`config.mk`:
```
export PLATFORM = sky130hd
export DESIGN_NAME = ifetch_queue_flat
export DESIGN_NICKNAME = d
export VERILOG_FILES = /design/src/rtl/ifetch_queue_if.sv /design/src/rtl/ifetch_queue.sv /design/src/flat_wrapper.sv
export SDC_FILE = /design/constraint.sdc
export NUM_CORES = 1
export LEC_CHECK = 0
export CORE_MARGIN = 2
export CORE_UTILIZATION = 33
export CTS_BUF_LIST = sky130_fd_sc_hd__clkbuf_8
export DETAILED_ROUTE_END_ITERATION = 10
export GPL_TIMING_DRIVEN = 0
export PLACE_DENSITY = 0.63
export SYNTH_ARGS = -nofsm -noshare
export SYNTH_HDL_FRONTEND = slang
export SYNTH_SLANG_ARGS = --single-unit
```
`constraint.sdc`:
```
create_clock -name clk -period 5.45 [get_ports clk]
set_clock_uncertainty 0.15 [all_clocks]
set_input_delay 1.09 -clock clk [delete_from_list [all_inputs] [get_ports clk]]
set_output_delay 1.09 -clock clk [all_outputs]
set_load 0.05 [all_outputs]
```
`src/rtl/ifetch_queue_if.sv`:
```
// Fetch-side memory handshake plus the decode-facing head-of-queue signals.
// The master modport is the prefetch queue; the slave modport is memory plus decode.
interface ifetch_queue_if;
    logic        imem_req;
    logic [31:0] imem_addr;
    logic        imem_gnt;
    logic        imem_rvalid;
    logic [31:0] imem_rdata;
    logic        redirect;
    logic [31:0] redirect_pc;
    logic        stall;
    logic        inst_valid;
    logic [31:0] inst;
    logic [31:0] pcadd4;

    modport master (
        output imem_req, imem_addr, inst_valid, inst, pcadd4,
        input  imem_gnt, imem_rvalid, imem_rdata, redirect, redirect_pc, stall
    );

    modport slave (
        input  imem_req, imem_addr, inst_valid, inst, pcadd4,
        output imem_gnt, imem_rvalid, imem_rdata, redirect, redirect_pc, stall
    );
endinterface

```
`src/rtl/ifetch_queue.sv`:
```
// Instruction prefetch queue: in-order fetch requests with credit-based flow control,
// a circular buffer of {inst, pc+4}, and redirect flush with stale-response discard.
module ifetch_queue #(
    parameter int unsigned DEPTH    = 4,
    parameter logic [31:0] RESET_PC = 32'h0000_3000
) (
    input logic            clk,
    input logic            rst,
    ifetch_queue_if.master bus
);
    localparam int unsigned PtrW = $clog2(DEPTH);
    localparam int unsigned CntW = PtrW + 1;
    typedef logic [CntW-1:0] cnt_t;
    localparam cnt_t DepthCnt = cnt_t'(DEPTH);

    logic [31:0]     fetchPc_q, respPc_q;
    cnt_t            occ_q, outst_q, discard_q;
    logic [PtrW-1:0] rdPtr_q, wrPtr_q;
    logic [31:0]     instMem [DEPTH];
    logic [31:0]     pcMem   [DEPTH];

    logic        fire, enq, deq, rsp;
    cnt_t        inFlight;
    logic [31:0] redirPc;

    // occ + outst never exceeds DEPTH, so the sum fits the counter width.
    assign inFlight = occ_q + outst_q;
    assign redirPc  = bus.redirect_pc & 32'hFFFF_FFFC;
    assign rsp      = bus.imem_rvalid;

    assign bus.imem_req   = !rst && !bus.redirect && (inFlight < DepthCnt);
    assign bus.imem_addr  = fetchPc_q;
    assign bus.inst_valid = (occ_q != '0);
    assign bus.inst       = bus.inst_valid ? instMem[rdPtr_q] : 32'h0;
    assign bus.pcadd4     = bus.inst_valid ? pcMem[rdPtr_q] : 32'h0;

    assign fire = bus.imem_req && bus.imem_gnt;
    assign enq  = rsp && (discard_q == '0) && !bus.redirect;
    assign deq  = bus.inst_valid && !bus.stall && !bus.redirect;

    always_ff @(posedge clk or posedge rst) begin
        if (rst) begin
            fetchPc_q <= RESET_PC;
            respPc_q  <= RESET_PC;
            occ_q     <= '0;
            outst_q   <= '0;
            discard_q <= '0;
            rdPtr_q   <= '0;
            wrPtr_q   <= '0;
        end else if (bus.redirect) begin
            occ_q     <= '0;
            rdPtr_q   <= wrPtr_q;
            fetchPc_q <= redirPc;
            respPc_q  <= redirPc;
            // Already-stale responses are a subset of outst, so every remaining
            // in-flight response becomes stale.
            outst_q   <= outst_q - cnt_t'(rsp);
            discard_q <= outst_q - cnt_t'(rsp);
        end else begin
            if (fire) begin
                fetchPc_q <= fetchPc_q + 32'd4;
            end
            outst_q <= outst_q + cnt_t'(fire) - cnt_t'(rsp);
            if (rsp && (discard_q != '0)) begin
                discard_q <= discard_q - cnt_t'(1);
            end
            if (enq) begin
                wrPtr_q  <= wrPtr_q + 1'b1;
                respPc_q <= respPc_q + 32'd4;
            end
            if (deq) begin
                rdPtr_q <= rdPtr_q + 1'b1;
            end
            occ_q <= occ_q + cnt_t'(enq) - cnt_t'(deq);
        end
    end

    always_ff @(posedge clk) begin
        if (enq) begin
            instMem[wrPtr_q] <= bus.imem_rdata;
            pcMem[wrPtr_q]   <= respPc_q + 32'd4;
        end
    end

    // A response into a full queue means memory ignored the credit limit.
    a_noOverflow: assert property (@(posedge clk) disable iff (rst)
        !(bus.imem_rvalid && (occ_q == DepthCnt)));
endmodule

```
`src/flat_wrapper.sv`:
```
// flat-port wrapper written by rule: the top's interface ports become plain ports
module ifetch_queue_flat 
#(
    parameter int unsigned DEPTH    = 4,
    parameter logic [31:0] RESET_PC = 32'h0000_3000
)
  (clk, rst, bus_imem_req, bus_imem_addr, bus_inst_valid, bus_inst, bus_pcadd4, bus_imem_gnt, bus_imem_rvalid, bus_imem_rdata, bus_redirect, bus_redirect_pc, bus_stall);
  ifetch_queue_if bus_i ();
  input logic clk;
  input logic rst;
  output wire logic [$bits(bus_i.imem_req)-1:0] bus_imem_req;
  output wire logic [$bits(bus_i.imem_addr)-1:0] bus_imem_addr;
  output wire logic [$bits(bus_i.inst_valid)-1:0] bus_inst_valid;
  output wire logic [$bits(bus_i.inst)-1:0] bus_inst;
  output wire logic [$bits(bus_i.pcadd4)-1:0] bus_pcadd4;
  input wire logic [$bits(bus_i.imem_gnt)-1:0] bus_imem_gnt;
  input wire logic [$bits(bus_i.imem_rvalid)-1:0] bus_imem_rvalid;
  input wire logic [$bits(bus_i.imem_rdata)-1:0] bus_imem_rdata;
  input wire logic [$bits(bus_i.redirect)-1:0] bus_redirect;
  input wire logic [$bits(bus_i.redirect_pc)-1:0] bus_redirect_pc;
  input wire logic [$bits(bus_i.stall)-1:0] bus_stall;
  assign bus_imem_req = bus_i.imem_req;
  assign bus_imem_addr = bus_i.imem_addr;
  assign bus_inst_valid = bus_i.inst_valid;
  assign bus_inst = bus_i.inst;
  assign bus_pcadd4 = bus_i.pcadd4;
  assign bus_i.imem_gnt = bus_imem_gnt;
  assign bus_i.imem_rvalid = bus_imem_rvalid;
  assign bus_i.imem_rdata = bus_imem_rdata;
  assign bus_i.redirect = bus_redirect;
  assign bus_i.redirect_pc = bus_redirect_pc;
  assign bus_i.stall = bus_stall;
  ifetch_queue #(.DEPTH(DEPTH), .RESET_PC(RESET_PC)) u_core (.clk(clk), .rst(rst), .bus(bus_i));
endmodule
```
* After elaboration in Yosys (flattened, before gate mapping)
Memory sizes are Yosys's and may differ from the RTL's.
Index checks and enable logic that the tools add are counted.
** Word-level totals
- Word-level logic and storage cells :: 55
- Memories :: 2
- Register bits :: 77
- Bits in writable memories :: 256
** Cells by class
- Bitwise logic cells :: 1
- Mux-type cells :: 14
- Add/subtract/negate cells :: 11
- Reductions and logical operators :: 19
- Magnitude comparators :: 1
** Memories
- u_core.instMem :: words 4, width 32, rd ports 1, clocked after memory_dff 0, wr ports 1, line ifetch_queue.sv:19 : logic [31:0] instMem [DEPTH];
- u_core.pcMem :: words 4, width 32, rd ports 1, clocked after memory_dff 0, wr ports 1, line ifetch_queue.sv:20 : logic [31:0] pcMem [DEPTH];
** Operator list (number)
- $mux W32 :: 6
- $add A32 B3 Y32 const B :: 2
- $mux W3 :: 4
- $sub A3 B1 Y3 :: 3
- $logic_and A1 B1 Y1 :: 8
- $reduce_bool A2 Y1 :: 4
- $add A3 B1 Y3 :: 2
- $reduce_bool A3 Y1 :: 2
- $add A2 B1 Y2 const B :: 2
- $mux W2 :: 2
- $add A3 B3 Y3 :: 1
- $logic_not A1 Y1 :: 3
- $logic_not A3 Y1 :: 1
- $lt A3 B3 Y1 const B :: 1
- $sub A3 B1 Y3 const B :: 1
- $mux W1 :: 2
- $reduce_and A2 Y1 :: 1
- $not A1 Y1 :: 1

* Depth between registers and ports, before layout
Gate-level depths: netlist of run 1.
- Depth after elaboration :: 7
- Mapped depth :: 12

* Worst setup path after synthesis of run 1
No wires, ideal clock.
- Path kind :: input to output
- Start point :: in rst
- End point :: out bus_imem_req
- Arrival :: 3.284 ns
- Data required time :: 4.210 ns
- Path slack :: 0.926 ns
- Stages :: 2
- Buffers on the path :: 0
- Cell sequence :: inv_1 -> and3_1
** Between the ends
- Cells in the longest elaborated chain, start to end :: 3
** RTL lines
- start, declared :: line flat_wrapper.sv:10 : input logic rst;
- $logic_not A1 Y1 :: line ifetch_queue.sv:31 : assign bus.imem_req = !rst && !bus.redirect && (inFlight < DepthCnt);
- $logic_and A1 B1 Y1 (2 in series) :: line ifetch_queue.sv:31
- end, declared :: line flat_wrapper.sv:11 : output wire logic [$bits(bus_i.imem_req)-1:0] bus_imem_req;
No other way between the ends.

* Worst setup path after layout of run 1
- Start point :: reg u_core.occ_q[1]
- End point :: out bus_inst[27]
** Between the ends
- Cells in the longest elaborated chain, start to end :: 2
** RTL lines
- start, declared :: line ifetch_queue.sv:17 : cnt_t occ_q, outst_q, discard_q;
- start signal, assigned :: line ifetch_queue.sv:74 : occ_q <= occ_q + cnt_t'(enq) - cnt_t'(deq);
- $reduce_bool A3 Y1 :: line ifetch_queue.sv:33 : assign bus.inst_valid = (occ_q != '0);
- $mux W32 :: line ifetch_queue.sv:34 : assign bus.inst = bus.inst_valid ? instMem[rdPtr_q] : 32'h0;
- end, declared :: line flat_wrapper.sv:14 : output wire logic [$bits(bus_i.inst)-1:0] bus_inst;
No other way between the ends.

==> flow_metrics.py, run 1 <==
metrics = {
    "clock_tree": {
        "clock_tree.buffer_depth": 3,
        "cts-htree-levels": 2,
        "cts.root.buffer_cell": "clkbuf_8",
        "post_cts_resized": 0,
        "tritoncts_buffers": 55,
        "path_clk_slew_ps": 60,
        "worstSkewPairLatency_ps": 610,
        "number_of_hold_repair_buffers_added_at_the_cts_stage": 0,
        "cts_setup_buffers": 0,
        "cts_tree": "built",
        "clock_sink_count": 321,
    },
    "sta": {
        "timing.final.crit_share_pct": 88.03,
        "timing.final.setup_violations": 0,
        "timing.fmax_mhz": 208.4,
        "period_minus_slack_ps": 4798,
        "grt_setup_unrepaired": "no",
        "tightestPinTransition_ps": 913.7,
        "worst_slack_ps": 652.3,
        "slew_headroom_pct": 39.09,
        "report.final.slew_viol_count": 0,
        "final_hold_viol_count": 0,
    },
    "global_route": {
        "grt_pass1_wl_um": 51410,
        "antenna_found_initial": 0,
        "grt_remaining_overflow": 0,
        "grt.total_usage_pct": 15.20,
        "first_global_vias": 8875,
        "pin_count_of_the_biggest_net_entering_global_routing": 46,
    },
    "detailed_routing": {
        "routed-via-count": 8402,
        "drt_pre_antenna_iters": 4,
        "finalWirelength_um": 33520,
        "detail_route.iter0.violations": 422,
        "routed_via_density": 4.750,
        "ant_nets": 0,
        "final_routed_drc_violation_total": 0,
        "route.detailed.wl_per_inst_um": 18.95,
    },
    "place": {
        "gpl.final_weighted_congestion": 0.8823,
        "detailed_place.area_sq_mm": 0.01678,
        "port_buffers": 161,
        "dp_hpwl_um": 22250,
        "pre_cts_slack_ps": 779.1,
    },
    "hold_path": {
        "holdCritStartpoint": "u_core.outst_q[2]",
        "whs_endpoint": "u_core.outst_q[2]",
        "min-delay-path-class": "reg2reg",
        "hold_path_depth": 1,
    },
    "power_and_ir_drop": {
        "power.ir.vdd_worst_v": 0.0002899,
        "report.power.total_uw": 8424,
        "leakage_uw": 0.006090,
        "power-per-cell-area_mw_per_mm2": 472.7,
    },
    "layout": {
        "final_nets": 1226,
        "syn2layout_area_growth_pct": 24.83,
        "finalCoreUtilization_pct": 41.55,
        "final_layout_size_suffix_gt1_share_pct": 17.99,
        "diodes": 0,
        "final_cell_area_sq_mm": 0.01782,
    },
    "critical_path": {
        "path_class": "reg2out",
        "setup.reg_to_reg.worst_slack_ps": 1720,
        "worstRegToRegCells": 12,
        "cp.arrival_ps": 3560,
        "path_max_fanout": 10,
        "setup.worst_path.end_class": "output port",
        "reg2reg_from": "u_core.occ_q[1]",
        "critPathRequiredTime_ps": 4210,
        "worstSetupStartpointType": "flop",
        "r2r_end": "u_core.occ_q[2]",
    },
    "logic_synthesis": {
        "dominantRegCellSynth": "edfxtp_1",
        "synthesis.instances": 913,
        "yosysWarningCount": 0,
        "syn_area_sq_mm": 0.01427,
        "synth-seq-cells": 321,
        "syn_area_per_cell_sq_um": 15.64,
        "async_flop_share_pct": 22.74,
        "seq_area_frac_synth_pct": 65.00,
        "number_of_enable_flip_flop_cells_after_synthesis": 248,
        "post_synth_num_cell_types": 54,
    },
    "die": {
        "design.core.area_sq_mm": 0.04289,
        "die-width_um": 212.0,
        "die-area_sq_mm": 0.04494,
        "boundary_pin_count": 168,
        "initial_utilization_pct": 33.29,
        "core.rowCount": 76,
        "floorplan.die.height_um": 212.0,
    },
    "flow_run": {
        "max_cap_violations": 0,
    },
    "status": {
        "outcome": "completed",
    },
}
[cell families after synthesis]
family	count (synthesis)	synth area share (%)
compound gates	62	2.778
simple gates	269	11.32
xor+xnor	85	5.268
mux	87	11.74
other cells	1	0.02627
flops	321	65.00
fa+ha+maj	17	1.595
buf+inv	71	2.279
[power by group]
group	total, uW	leakage, uW	switching, uW	internal [uW]
clock network	2050	0.000601	969	1080
registers	2990	0.00307	130	2860
logic	3390	0.00242	2120	1270
[per-stage QoR]
step | hold WS [ps] | instances | TNS (ps)
detailed placement | 379.7 | 1667 | 0
global route | 411.3 | 1769 | 0
floorplan | 348.0 | 916 | 0
finish | 382.4 | 1769 | 0
CTS | 388.2 | 1769 | 0
global placement | 367.4 | 1662 | -182450
[worst max-delay path, stage by stage, from the launching register on]
cell	delay, ps
dfrtp_1	440
nor3_1	350
clkbuf_1	730
clkbuf_1	550
nor2b_1	150
clkdlybuf4s50_1	730
[registers in the layout, indices dropped and copies added (netlist names), 3 cells and up]
signal / cells
u_core.bus.imem_addr: 30
u_core.discard_q: 3
u_core.instMem: 128
u_core.occ_q: 3
u_core.outst_q: 3
u_core.pcMem: 120
u_core.respPc_q: 30
[cell usage in the layout (no fill, tap or decap), drive strengths merged, types with 35 or more instances in the layout]
| cell type | instances |
|---|---|
| clkbuf | 83 |
| clkdlybuf4s50 | 161 |
| dfrtp | 69 |
| edfxtp | 248 |
| inv | 43 |
| mux4 | 62 |
| nand2 | 36 |
| nor2 | 35 |
| nor2b | 64 |
| xnor2 | 48 |
| xor2 | 37 |
[per-layer routing]
layer  global-route usage, %  vias up  routed length, um
met1                   20.48     4183              15300
met4                   5.537        0                770
met2                   24.43      255              15600
met3                   3.058       54               1859
met5                       0        -                  0
li1                        -     3910                  -
[synth_stat cells (3+ instances only)]
cell type	n	area, sq um
o31a_1	4	35.03
nand2_1	35	131.4
nor2_1	34	127.6
and2_1	6	37.54
buf_2	14	70.07
nand3_1	28	140.1
dfstp_2	4	105.1
nor4_1	5	31.28
clkbuf_1	25	93.84
and4_1	7	61.31
or3_1	5	31.28
buf_4	5	37.54
nor4_2	4	50.05
nor2b_1	64	400.4
buf_6	3	33.78
xnor2_1	47	411.6
a21boi_0	14	105.1
o21ai_0	17	85.08
edfxtp_1	248	7447
mux4_2	62	1396
nor3_1	11	55.05
dfrtp_1	69	1727
mux2_2	23	259.0
o31ai_1	3	22.52
xor2_1	37	324.1
a21oi_1	10	50.05
nand2b_1	10	62.56
inv_1	22	82.58
nand4_1	27	168.9
nand4_2	3	37.54
a31oi_1	9	56.30
ha_1	15	187.7
and3_1	14	87.58
[area by class of cell]
| class | count | area [sq um] |
|---|---|---|
| Multi-Input combinational cell | 524 | 4692 |
| Tap cell | 585 | 732.0 |
| Fill cell | 3972 | 25070 |
| Buffer | 49 | 242.7 |
| Sequential cell | 321 | 9279 |
| Inverter | 22 | 85.08 |
| Timing Repair Buffer | 166 | 1749 |
| Clock buffer | 58 | 798.3 |
| Clock inverter | 44 | 241.5 |
[worst max-delay path by stage]
stage,startpoint,slack (ps),cells after the start,endpoint
2_1_floorplan,rst,930,2,bus_imem_req
3_3_place_gp,rst,-870,4,bus_imem_req
3_5_place_dp,bus_redirect,780,6,bus_imem_req
4_1_cts,u_core.rdPtr_q[0],490,5,bus_pcadd4[9]
5_1_grt,u_core.rdPtr_q[0],420,5,bus_pcadd4[12]
6_report,u_core.occ_q[1],650,5,bus_inst[27]
No activity file was read; power rests on OpenSTA's default activity.
==> inputs of run 2 (changes only) <==
--- a/config.mk
+++ b/config.mk
@@ -11,6 +11,7 @@
 export DETAILED_ROUTE_END_ITERATION = 10
 export GPL_TIMING_DRIVEN = 0
 export PLACE_DENSITY = 0.63
+export SKIP_LAST_GASP = 1
 export SYNTH_ARGS = -nofsm -noshare
 export SYNTH_HDL_FRONTEND = slang
 export SYNTH_SLANG_ARGS = --single-unit
==> results of run 2 <==
No change in the layout: final DEF, timing and power equal those of run 1.
